===== config.mk =====
export PLATFORM = sky130hd
export DESIGN_NAME = md_unit
export DESIGN_NICKNAME = d
export VERILOG_FILES = /design/src/rtl/md_unit.sv
export SDC_FILE = /design/constraint.sdc
export NUM_CORES = 1
export LEC_CHECK = 0
export ABC_AREA = 0
export CAP_MARGIN = 40
export CORE_ASPECT_RATIO = 1.75
export CORE_UTILIZATION = 30
export DETAILED_ROUTE_END_ITERATION = 16
export GPL_TIMING_DRIVEN = 0
export SETUP_SLACK_MARGIN = 0.4
export SLEW_MARGIN = 40
export SYNTH_ARGS = -nofsm -noshare
export SYNTH_HDL_FRONTEND = slang
export SYNTH_SLANG_ARGS = --single-unit

===== constraint.sdc =====
create_clock -name clock -period 15.3 [get_ports clock]
set_clock_uncertainty 0.1 [all_clocks]
set_input_delay 1.53 -clock clock [delete_from_list [all_inputs] [get_ports clock]]
set_output_delay 1.53 -clock clock [all_outputs]
set_load 0.01 [all_outputs]

===== src/rtl/md_unit.sv =====
// Iterative signed multiply/divide: result writeback pulses 32 cycles after the start edge.
// No flow control; stall holds the pipeline from the start cycle through RUN and drops in DONE.
module md_unit #(
  parameter int               WIDTH        = 32,
  parameter int               ITER         = 32,
  parameter logic [4:0]       RSTATUS_REG  = 5'd30,
  parameter logic [WIDTH-1:0] MUL_EXC_CODE = 32'd4,
  parameter logic [WIDTH-1:0] DIV_EXC_CODE = 32'd5
) (
  input  logic             clock,
  input  logic             reset,
  input  logic             ctrl_MULT,
  input  logic             ctrl_DIV,
  input  logic [WIDTH-1:0] data_operandA,
  input  logic [WIDTH-1:0] data_operandB,
  input  logic [4:0]       in_rd,
  output logic             stall,
  output logic             data_resultRDY,
  output logic             md_writeEnable,
  output logic [4:0]       md_writeReg,
  output logic [WIDTH-1:0] md_result,
  output logic             md_exception
);

  localparam int CNT_W = (ITER > 1) ? $clog2(ITER) : 1;
  localparam logic [WIDTH-1:0] MIN_NEG = {1'b1, {(WIDTH-1){1'b0}}};

  typedef enum logic [1:0] {IDLE, RUN, DONE} state_t;

  state_t             state, state_nxt;
  logic               start, last;
  logic [CNT_W-1:0]   cnt;
  logic               op_div, neg, div_exc, exc_q;
  logic [4:0]         rd_q;
  logic [WIDTH-1:0]   opnd, res_q;
  logic [2*WIDTH-1:0] acc, acc_nxt, prod_s;
  logic               sign_a, sign_b;
  logic [WIDTH-1:0]   a_mag, b_mag;
  logic [WIDTH:0]     mul_sum, div_shift;
  logic [WIDTH-1:0]   div_sub;
  logic               div_ge, mul_ovf;

  assign start  = ctrl_MULT | ctrl_DIV;
  assign last   = (cnt == CNT_W'(ITER - 1));
  assign sign_a = data_operandA[WIDTH-1];
  assign sign_b = data_operandB[WIDTH-1];
  assign a_mag  = sign_a ? -data_operandA : data_operandA;
  assign b_mag  = sign_b ? -data_operandB : data_operandB;

  // acc doubles as {hi, lo} for shift-add and {remainder, quotient} for restoring divide
  always_comb begin
    mul_sum   = {1'b0, acc[2*WIDTH-1:WIDTH]} + (acc[0] ? {1'b0, opnd} : '0);
    div_shift = acc[2*WIDTH-1:WIDTH-1];
    div_ge    = (div_shift >= {1'b0, opnd});
    div_sub   = div_shift[WIDTH-1:0] - opnd;
    if (op_div)
      acc_nxt = {(div_ge ? div_sub : div_shift[WIDTH-1:0]), acc[WIDTH-2:0], div_ge};
    else
      acc_nxt = {mul_sum, acc[WIDTH-1:1]};
  end

  // Low half of the negated accumulator is also the signed quotient
  assign prod_s  = neg ? -acc_nxt : acc_nxt;
  assign mul_ovf = !((&prod_s[2*WIDTH-1:WIDTH-1]) || !(|prod_s[2*WIDTH-1:WIDTH-1]));

  always_ff @(posedge clock or posedge reset) begin
    if (reset) begin
      cnt     <= '0;
      op_div  <= 1'b0;
      neg     <= 1'b0;
      div_exc <= 1'b0;
      exc_q   <= 1'b0;
      rd_q    <= '0;
      opnd    <= '0;
      res_q   <= '0;
      acc     <= '0;
    end else if (state == IDLE && start) begin
      cnt     <= '0;
      op_div  <= !ctrl_MULT;
      neg     <= sign_a ^ sign_b;
      rd_q    <= in_rd;
      opnd    <= ctrl_MULT ? a_mag : b_mag;
      acc     <= {{WIDTH{1'b0}}, (ctrl_MULT ? b_mag : a_mag)};
      div_exc <= (data_operandB == '0) ||
                 (data_operandA == MIN_NEG && data_operandB == {WIDTH{1'b1}});
    end else if (state == RUN) begin
      cnt <= cnt + 1'b1;
      acc <= acc_nxt;
      if (last) begin
        res_q <= prod_s[WIDTH-1:0];
        exc_q <= op_div ? div_exc : mul_ovf;
      end
    end
  end

  always_ff @(posedge clock or posedge reset) begin
    if (reset) state <= IDLE;
    else       state <= state_nxt;
  end

  always_comb begin
    state_nxt      = state;
    stall          = 1'b0;
    data_resultRDY = 1'b0;
    md_writeEnable = 1'b0;
    md_writeReg    = '0;
    md_result      = '0;
    md_exception   = 1'b0;
    case (state)
      IDLE: begin
        if (start) begin
          stall     = 1'b1;
          state_nxt = RUN;
        end
      end
      RUN: begin
        stall = 1'b1;
        if (last) state_nxt = DONE;
      end
      DONE: begin
        data_resultRDY = 1'b1;
        md_exception   = exc_q;
        if (exc_q) begin
          md_writeReg    = RSTATUS_REG;
          md_result      = op_div ? DIV_EXC_CODE : MUL_EXC_CODE;
          md_writeEnable = 1'b1;
        end else begin
          md_writeReg    = rd_q;
          md_result      = res_q;
          md_writeEnable = (rd_q != 5'd0);
        end
        state_nxt = IDLE;
      end
      default: state_nxt = IDLE;
    endcase
  end

endmodule


# After elaboration in Yosys (flattened, before gate mapping)
# Cells that the tools add are included.
# totals
reg_bits,144
in_bits,73
out_inout_bits,41
wordCells,69
# op_classes
add_sub_neg,6
order_cmp,1
eq_ne,7
mux,27
bitwise,3
reduce_logical,15
# ops
op,count
32-bit two-way mux,8
64-bit two-way mux,4
"32-bit == test, second input constant",2
32-bit negator,2
64-bit negator,1
32-bit by 32-bit adder with 33-bit output,1
33-bit by 32-bit greater-or-equal comparator with 1-bit output,1
33-bit AND reduction,1
33-bit OR reduction,1
32-bit logical NOT,1
32-bit subtractor,1
5-bit two-way mux,4
1-bit two-way mux,7
"5-bit by 1-bit adder with 5-bit output, second input constant",1
"5-bit == test, second input constant",1
5-bit nonzero test,1
2-bit two-way mux,2
"2-bit != test, second input constant",2
2-bit case mux with 2 select lines,1
1-bit logical NOT,3
3-bit AND reduction,1
"2-bit by 1-bit == test with 1-bit output, second input constant",1
"2-bit == test, second input constant",1
1-bit logical AND,2
other kinds (8),9

# Logic depth before layout (Yosys ltp)
# Gate-level depths: netlist of run 1.
# depth
word_depth,10
mapped_depth,25
mapped_depth_nobuf,23

# Least setup slack after synthesis of run 1
# OpenSTA, ideal clock, no wires.
# synth_path
path_kind,register to register
from,register acc[43]
to,register exc_q
setup_time_ps,143
arrival_ps,5804
required_time_ps,15057
slack_ps,9254
path_stages_with_launch,24
n_path_buf,2
cell_sequence,dfrtp_1 > ha_1 > buf_2 > a21oi_2 > o211ai_1 > a221o_1 > o21ai_2 > a31oi_2 > a21oi_1 > ha_1 > o211ai_1 > or4_1 > nand4b_1 > nor3b_2 > nand3_1 > nand4b_1 > or4_4 > buf_6 > o31ai_1 > xnor2_1 > nand4_1 > or4b_1 > o32ai_1 > o31ai_1
# synth_via
elab_chain_cells,10
word_cells_on_any_way,13
cone_classes,add/sub: 3; order compare: 1; mux: 4; reduce/logical: 5
# synth_rtl
element,line,source
from (decl),36,"logic [2*WIDTH-1:0] acc, acc_nxt, prod_s;"
from (signal assigned),83,"acc <= {{WIDTH{1'b0}}, (ctrl_MULT ? b_mag : a_mag)};"
from (signal assigned),88,acc <= acc_nxt;
32-bit subtractor or 33-bit by 32-bit greater-or-equal comparator with 1-bit output (tied branches),"55, 54",
32-bit two-way mux,57,"acc_nxt = {(div_ge ? div_sub : div_shift[WIDTH-1:0]), acc[WIDTH-2:0], div_ge};"
64-bit two-way mux *,56,if (op_div)
64-bit negator,63,assign prod_s = neg ? -acc_nxt : acc_nxt;
64-bit two-way mux *,63,
33-bit OR reduction,64,assign mul_ovf = !((&prod_s[2*WIDTH-1:WIDTH-1]) || !(|prod_s[2*WIDTH-1:WIDTH-1]));
1-bit logical NOT,64,
1-bit logical OR *,64,
1-bit logical NOT *,64,
1-bit two-way mux *,91,exc_q <= op_div ? div_exc : mul_ovf;
to (signal assigned),91,
to (decl),33,"logic op_div, neg, div_exc, exc_q;"
# Mark *: on every way between the ends. The rest lies on a longest branch, timed or not.
# A chain may end at the register's enable or synchronous reset.

# Worst setup path after layout of run 1
# layout_path
from,register op_div
to,output port md_result[0]
# layout_via
elab_chain_cells,3
# layout_rtl
element,line,source
from (decl),33,
from (signal assigned),79,op_div <= !ctrl_MULT;
1-bit two-way mux,125,md_result = op_div ? DIV_EXC_CODE : MUL_EXC_CODE;
32-bit two-way mux,123,if (exc_q) begin
32-bit two-way mux,109,case (state)
to (decl),21,"output logic [WIDTH-1:0] md_result,"
# Every way passes these cells.

==> metrics.md, run 1 <==
| Metric | Value |
|---|---|
| Outcome | completed |
| Required time worst endpoint | 13670 ps |
| Post-route clock period utilization | 0.541 |
| DR DRC count | 0 |
| Overflow after GRT | 0 |
| Leading area contributor after synthesis | dfrtp_1 |
| CP bufs+invs | 11 |
| Die ar. | 51100 sq um |
| Mapped Cells | 2026 |
| Clk Latency, worst-skew pair | 460 ps |
| Boundary Pins | 114 |
| Netlist cell types | 94 |
| Drt first pass iters | 6 |
| CTS tree | built |
| Top post-synthesis cells by area | dfrtp_1 24%, o21ai_0 7.5%, nand2_1 6.5%, ha_1 5.8%, xnor2_1 5.6% |
| Clock buffer depth | 2 |
| Share of the synthesized area in the top cell type | 0.239 |
| List of cells traversed by the critical path | buf_4, buf_2, buf_2, buf_2, clkbuf_1, buf_1, clkbuf_1, clkbuf_1, clkbuf_1, buf_1, mux2i_1, nor2_1, clkdlybuf4s50_1 |
| Synth Net Count | 2171 |
| Commonest non-fill, non-tap cell in the layout | nand2_1 |
| Num CTS Buffers | 17 |
| Site Rows | 108 |
| Layout area overhead | 17.2% |
| Post-CTS Setup Bufs | 0 |
| Synth warn | 0 |
| Final net count | 2304 |
| Core area | 49600 sq um |
| RSZ-0062 raised after global routing | no |
| Port bufs | 112 |
| Top FF cell, synth | dfrtp_1 |
| Initial antenna violation count | 0 |
| Tmin final | 8280 ps |
| H-tree lvl count | 4 |
| Max cap viols | 0 |
| Hold_buf cts | 0 |
| DP HPWL | 56100 um |
| TNS Setup | 0 ps |
| Relative slew slack | 0.379 |
| Filler Cells Inserted | 5324 |
| FF+latch count, synth | 144 |
| Mapped Area | 15100 sq um |
| Post-synth ARST share | 1.00 |
| Crit. End Element | output port |
| # setup viols final | 0 |
| Critical path peak fanout | 10 |
| Die W | 171 um |
| Syn_area_per_cell | 7.43 sq um |
| Kind of critical path | flip-flop to output port |
| Routed Antenna Nets | 0 |
| N_diodes | 0 |
| CTS Sinks | 144 |
| Pins Over Slew Limit | 0 |
| F_max | 121 MHz |
| Setup crit start kind | flip-flop |
| Worst-margin pin slew | 922 ps |
| Post-synth EDFFs | 0 |
| Die Ht | 298 um |
| Critical Path Slowest Stage Cell | buf_1 |
| Starting density of the core | 0.304 |
| Most frequent CP cell | clkbuf_1 |
| DR vias | 16400 |
| Final GP Congestion | 1.02 |
| Hold Path Class | flip-flop to flip-flop |
| Initial DRC count | 1158 |
| Pin count of the biggest net entering global routing | 77 |
| All-Layer GR Usage | 0.273 |
| First-pass GRT wire length | 102000 um |
| Clk pin slew, worst setup/hold paths | 70 ps |
| Clk root buf | clkbuf_16 |
| Most frequent cells in the layout | 261 x nand2_1, 225 x o21ai_0, 144 x dfrtp_1 |
| CP delay by family, top | buffers and inverters |
| Vias in the first global route | 16600 |
| Vias per cell | 5.80 |
| Critical path arrival | 6650 ps |
| Final hold vios | 0 |
| Post-cts sizing count | 0 |
| WL per Instance | 24.1 um |
| Slowest stage delay, CP | 690 ps |
| Register area share after synthesis | 0.239 |
| Share of layout cells above drive strength 1 | 0.0516 |
| Post-Route WL | 68300 um |
flip-flops by register name, indices dropped and copies added, names as in the netlist:
name and cells:
neg 1, state 2, rd_q 5, cnt 5
res_q 32, div_exc 1, op_div 1, acc 64
exc_q 1, opnd 32
worst reg2reg max path, delay by kind of cell (launching register included):
family | cells | cell delay [ps]
compound gates | 9 | 2880
xor+xnor | 1 | 240
fa+ha+maj | 2 | 700
buf+inv | 2 | 230
simple gates | 9 | 3320
flops | 1 | 450
cells by family after synthesis:
| kind of cell | share of synthesized area |
|---|---|
| flops | 0.239 |
| buf+inv | 0.0528 |
| mux | 0.0294 |
| compound gates | 0.271 |
| xor+xnor | 0.0902 |
| simple gates | 0.256 |
| fa+ha+maj | 0.0608 |
synthesized netlist by cell type, drive strengths merged (6+ instances only):
cell type and n:
nor4 28, o21ai 233, nor2b 14, nor3b 10, or3 16, a22o 16
a311oi 9, a211o 6, or4 16, o21a 16, xor2 59, a21boi 7
o41ai 21, nand2b 20, o22ai 10, mux2i 42, and2 73, a21o 17
a21oi 143, a221oi 8, nand3 66, or2 9, nand4 41, buf 33
nor3 57, nand2 261, ha 70, a31oi 27, clkbuf 93, and3 7
nor2 136, a31o 6, o211ai 28, o31ai 34, dfrtp 144, xnor2 96
inv 75
final cells by class:
cell class,count,area [sq um],area share
flip-flops and latches,144,3600,0.204
well taps,660,826,0.0468
repair buffers,114,1180,0.0666
plain buffers,126,514,0.0291
multi-input cells,1681,10700,0.606
clock buffers,17,425,0.0241
clock inverters,14,124,0.00702
inverters,75,289,0.0164
layer usage:
layer	track usage	routed length, um	vias to the layer above
li1	-	-	7652
met1	0.259	22600	7892
met2	0.501	35800	623
met3	0.0368	2840	261
met4	0.244	7050	0
met5	0	0	-
worst paths after layout:
kind                            cells past startpoint      start      endpoint  slack (ps)
worst max-delay path                               13     op_div  md_result[0]        7020
max in group asynchronous                           4      reset         exc_q       12900
worst min register to register                      2  res_q[25]     res_q[25]         380
worst min-delay path                                2  res_q[25]     res_q[25]         380
min in group asynchronous                           2      reset      opnd[11]        1270
worst max register to register                     23   opnd[24]         exc_q        7240
stage by stage:
stage                     hold WS [ps]  setup WS (ps)  cells  utilization  instance area [sq um]
after floorplan                    340           9250   2026            -                  15100
after global routing               402           6800   2831        0.356                  17700
after global placement             369           7320   2798        0.343                  17000
after detailed placement           369           7280   2800        0.344                  17100
final                              381           7020   2831        0.356                  17700
after CTS                          384           7170   2831        0.356                  17600
Power of run 1 is not shown: default switching activity piles up to over one toggle a cycle in this logic, so the estimate is an artifact.
==> run 2: changes to the inputs <==
- clock period: 15.3 -> 8.5 ns (I/O delays scaled with it)
==> metrics.md, run 2 (synthesized netlist as in run 1, its figures left out) <==
| Metric | Value |
|---|---|
| Layout area overhead | 17.4% (about the same) |
| CP delay by family, top | simple AND/OR/NAND/NOR gates |
| Post-route clock period utilization | 0.914 |
| Vias in the first global route | 16600 (unchanged) |
| N_diodes | 0 (unchanged) |
| Most frequent cells in the layout | 261 x nand2_1, 225 x o21ai_0, 144 x dfrtp_1 |
| Relative slew slack | 0.384 (+0.00567) |
| CTS Sinks | 144 (unchanged) |
| Final net count | 2304 (unchanged) |
| Hold_buf cts | 0 (unchanged) |
| WL per Instance | 24.1 um (about the same) |
| Die Ht | 298 um (unchanged) |
| Design Area, Final | 17700 sq um (about the same) |
| Top Registers | acc: 64 flops, opnd: 32 flops, res_q: 32 flops |
| FF-to-FF End | exc_q |
| Hold Path Class | flip-flop to flip-flop |
| Tmin final | 7770 ps |
| Clock buffer depth | 2 (unchanged) |
| CTS tree | built |
| Port bufs | 112 (unchanged) |
| Vias per cell | 5.80 (-0.12%) |
| Area of the multi-input gates | 10700 sq um (+0.16%) |
| Starting density of the core | 0.304 (unchanged) |
| Final GP Congestion | 1.02 (unchanged) |
| Final hold vios | 0 (unchanged) |
| Drt first pass iters | 5 (-1) |
| Worst-margin pin slew | 914 ps (-8.41 ps) |
| Filler Cells Inserted | 5323 (-0.019%) |
| Pin count of the biggest net entering global routing | 77 (unchanged) |
| Post-Route WL | 68300 um (about the same) |
| WHS Path Cells | 2 (unchanged) |
| Most flops, register | acc |
| # setup viols final | 0 (unchanged) |
| Slowest stage delay, CP | 600 ps (-90 ps) |
| Placed Area | 17100 sq um (unchanged) |
| Boundary Pins | 114 (unchanged) |
| Critical Path Slowest Stage Cell | or4_1 |
| Final WS setup | 732 ps (-6290 ps) |
| Pins Over Slew Limit | 0 (unchanged) |
| Crit. End Element | flip-flop |
| Worst r2r src | opnd[24] |
| Clk root buf | clkbuf_16 |
| Initial DRC count | 1136 (-1.9%) |
| Initial antenna violation count | 0 (unchanged) |
| Num CTS Buffers | 17 (unchanged) |
| Share of layout cells above drive strength 1 | 0.0520 (+0.000461) |
| Routed Antenna Nets | 0 (unchanged) |
| Clk Latency, worst-skew pair | 460 ps (about the same) |
| Overflow after GRT | 0 (unchanged) |
| Critical path peak fanout | 8 (-2) |
| Hold Path End | res_q[12] |
| Final Hold Slack | 380 ps (-0.184 ps) |
| Site Rows | 108 (unchanged) |
| Die W | 171 um (unchanged) |
| R2R depth | 23 (unchanged) |
| RSZ-0062 raised after global routing | no |
| Max cap viols | 0 (unchanged) |
| Kind of critical path | flip-flop to flip-flop |
| Setup crit start kind | flip-flop |
| Register area | 3600 sq um (unchanged) |
| First-pass GRT wire length | 102000 um (unchanged) |
| TNS Setup | 0 ps (unchanged) |
| Die ar. | 51100 sq um (unchanged) |
| Commonest non-fill, non-tap cell in the layout | nand2_1 |
| Core area | 49600 sq um (unchanged) |
| Required time worst endpoint | 8710 ps (-4960 ps) |
| DR DRC count | 0 (unchanged) |
| All-Layer GR Usage | 0.273 (unchanged) |
| Internal reg-to-reg setup slack | 730 ps (-6510 ps) |
| DR vias | 16400 (-0.12%) |
| Clk pin slew, worst setup/hold paths | 70 ps (about the same) |
| Critical path arrival | 7980 ps (+1330 ps) |
| DP HPWL | 56100 um (unchanged) |
| H-tree lvl count | 4 (unchanged) |
| HP Start | res_q[12] |
| List of cells traversed by the critical path | inv_1, ha_1, a21oi_1, o21ai_1, nor2b_1, o41ai_4, a31oi_2, a21oi_4, ha_1, o211ai_1, or4_1, nand4b_1, nor3b_4, nand3_1, nand4b_1, or4_4, buf_6, o31ai_1, xnor2_1, nand4_1, or4b_1, o32ai_1, o31ai_1 |
| Max reg flops | 64 (unchanged) |
| CP bufs+invs | 2 (-9) |
| Outcome | completed |
| Pre-CTS setup slack | 479 ps (-6800 ps) |
| F_max | 129 MHz |
run 2: area by class of cell:
class	instances	share of cell area
Multi-Input combinational cell	1681	0.606
Sequential cell	144	0.204
Clock buffer	17	0.0241
Clock inverter	14	0.00701
Inverter	75	0.0164
Buffer	126	0.0291
Tap cell	660	0.0467
Timing Repair Buffer	114	0.0666
run 2: worst max path at each step:
stage               startpoint  endpoint  slack [ps]  depth (start not counted)
finish                opnd[24]     exc_q         730                         23
detailed placement    opnd[24]     exc_q         480                         23
floorplan              acc[43]     exc_q        2450                         23
global route          opnd[24]     exc_q         440                         23
global placement      opnd[24]     exc_q         520                         23
CTS                   opnd[24]     exc_q         450                         23
run 2: through the flow:
step,utilization,cells
5_1_grt,0.356,2831
2_1_floorplan,-,2026
4_1_cts,0.356,2831
3_3_place_gp,0.343,2798
6_report,0.356,2831
3_5_place_dp,0.344,2800
run 2: repair_timing:
action	4_1_cts	5_1_grt
resized for setup	0	3
buffers inserted	0	0
endpoints found under the setup margin	0	1
run 2: worst reg2reg max path, stage by stage (launching register included):
cell and delay, ps:
dfrtp_1 460, inv_1 70, ha_1 410, a21oi_1 350, o21ai_1 180, nor2b_1 240
o41ai_4 510, a31oi_2 390, a21oi_4 320, ha_1 250, o211ai_1 160, or4_1 600
nand4b_1 370, nor3b_4 400, nand3_1 140, nand4b_1 360, or4_4 500, buf_6 160
o31ai_1 270, xnor2_1 190, nand4_1 120, or4b_1 530, o32ai_1 420, o31ai_1 110
run 2: per-layer routing:
metal	wire, um	vias up	share of wire	GRT usage
li1	-	7653	-	-
met1	22800	7870	0.33	0.259
met2	35800	621	0.52	0.501
met3	2630	264	0.038	0.0368
met4	7030	0	0.10	0.244
met5	0	-	0	0
Power of run 2 is left out for the same reason.
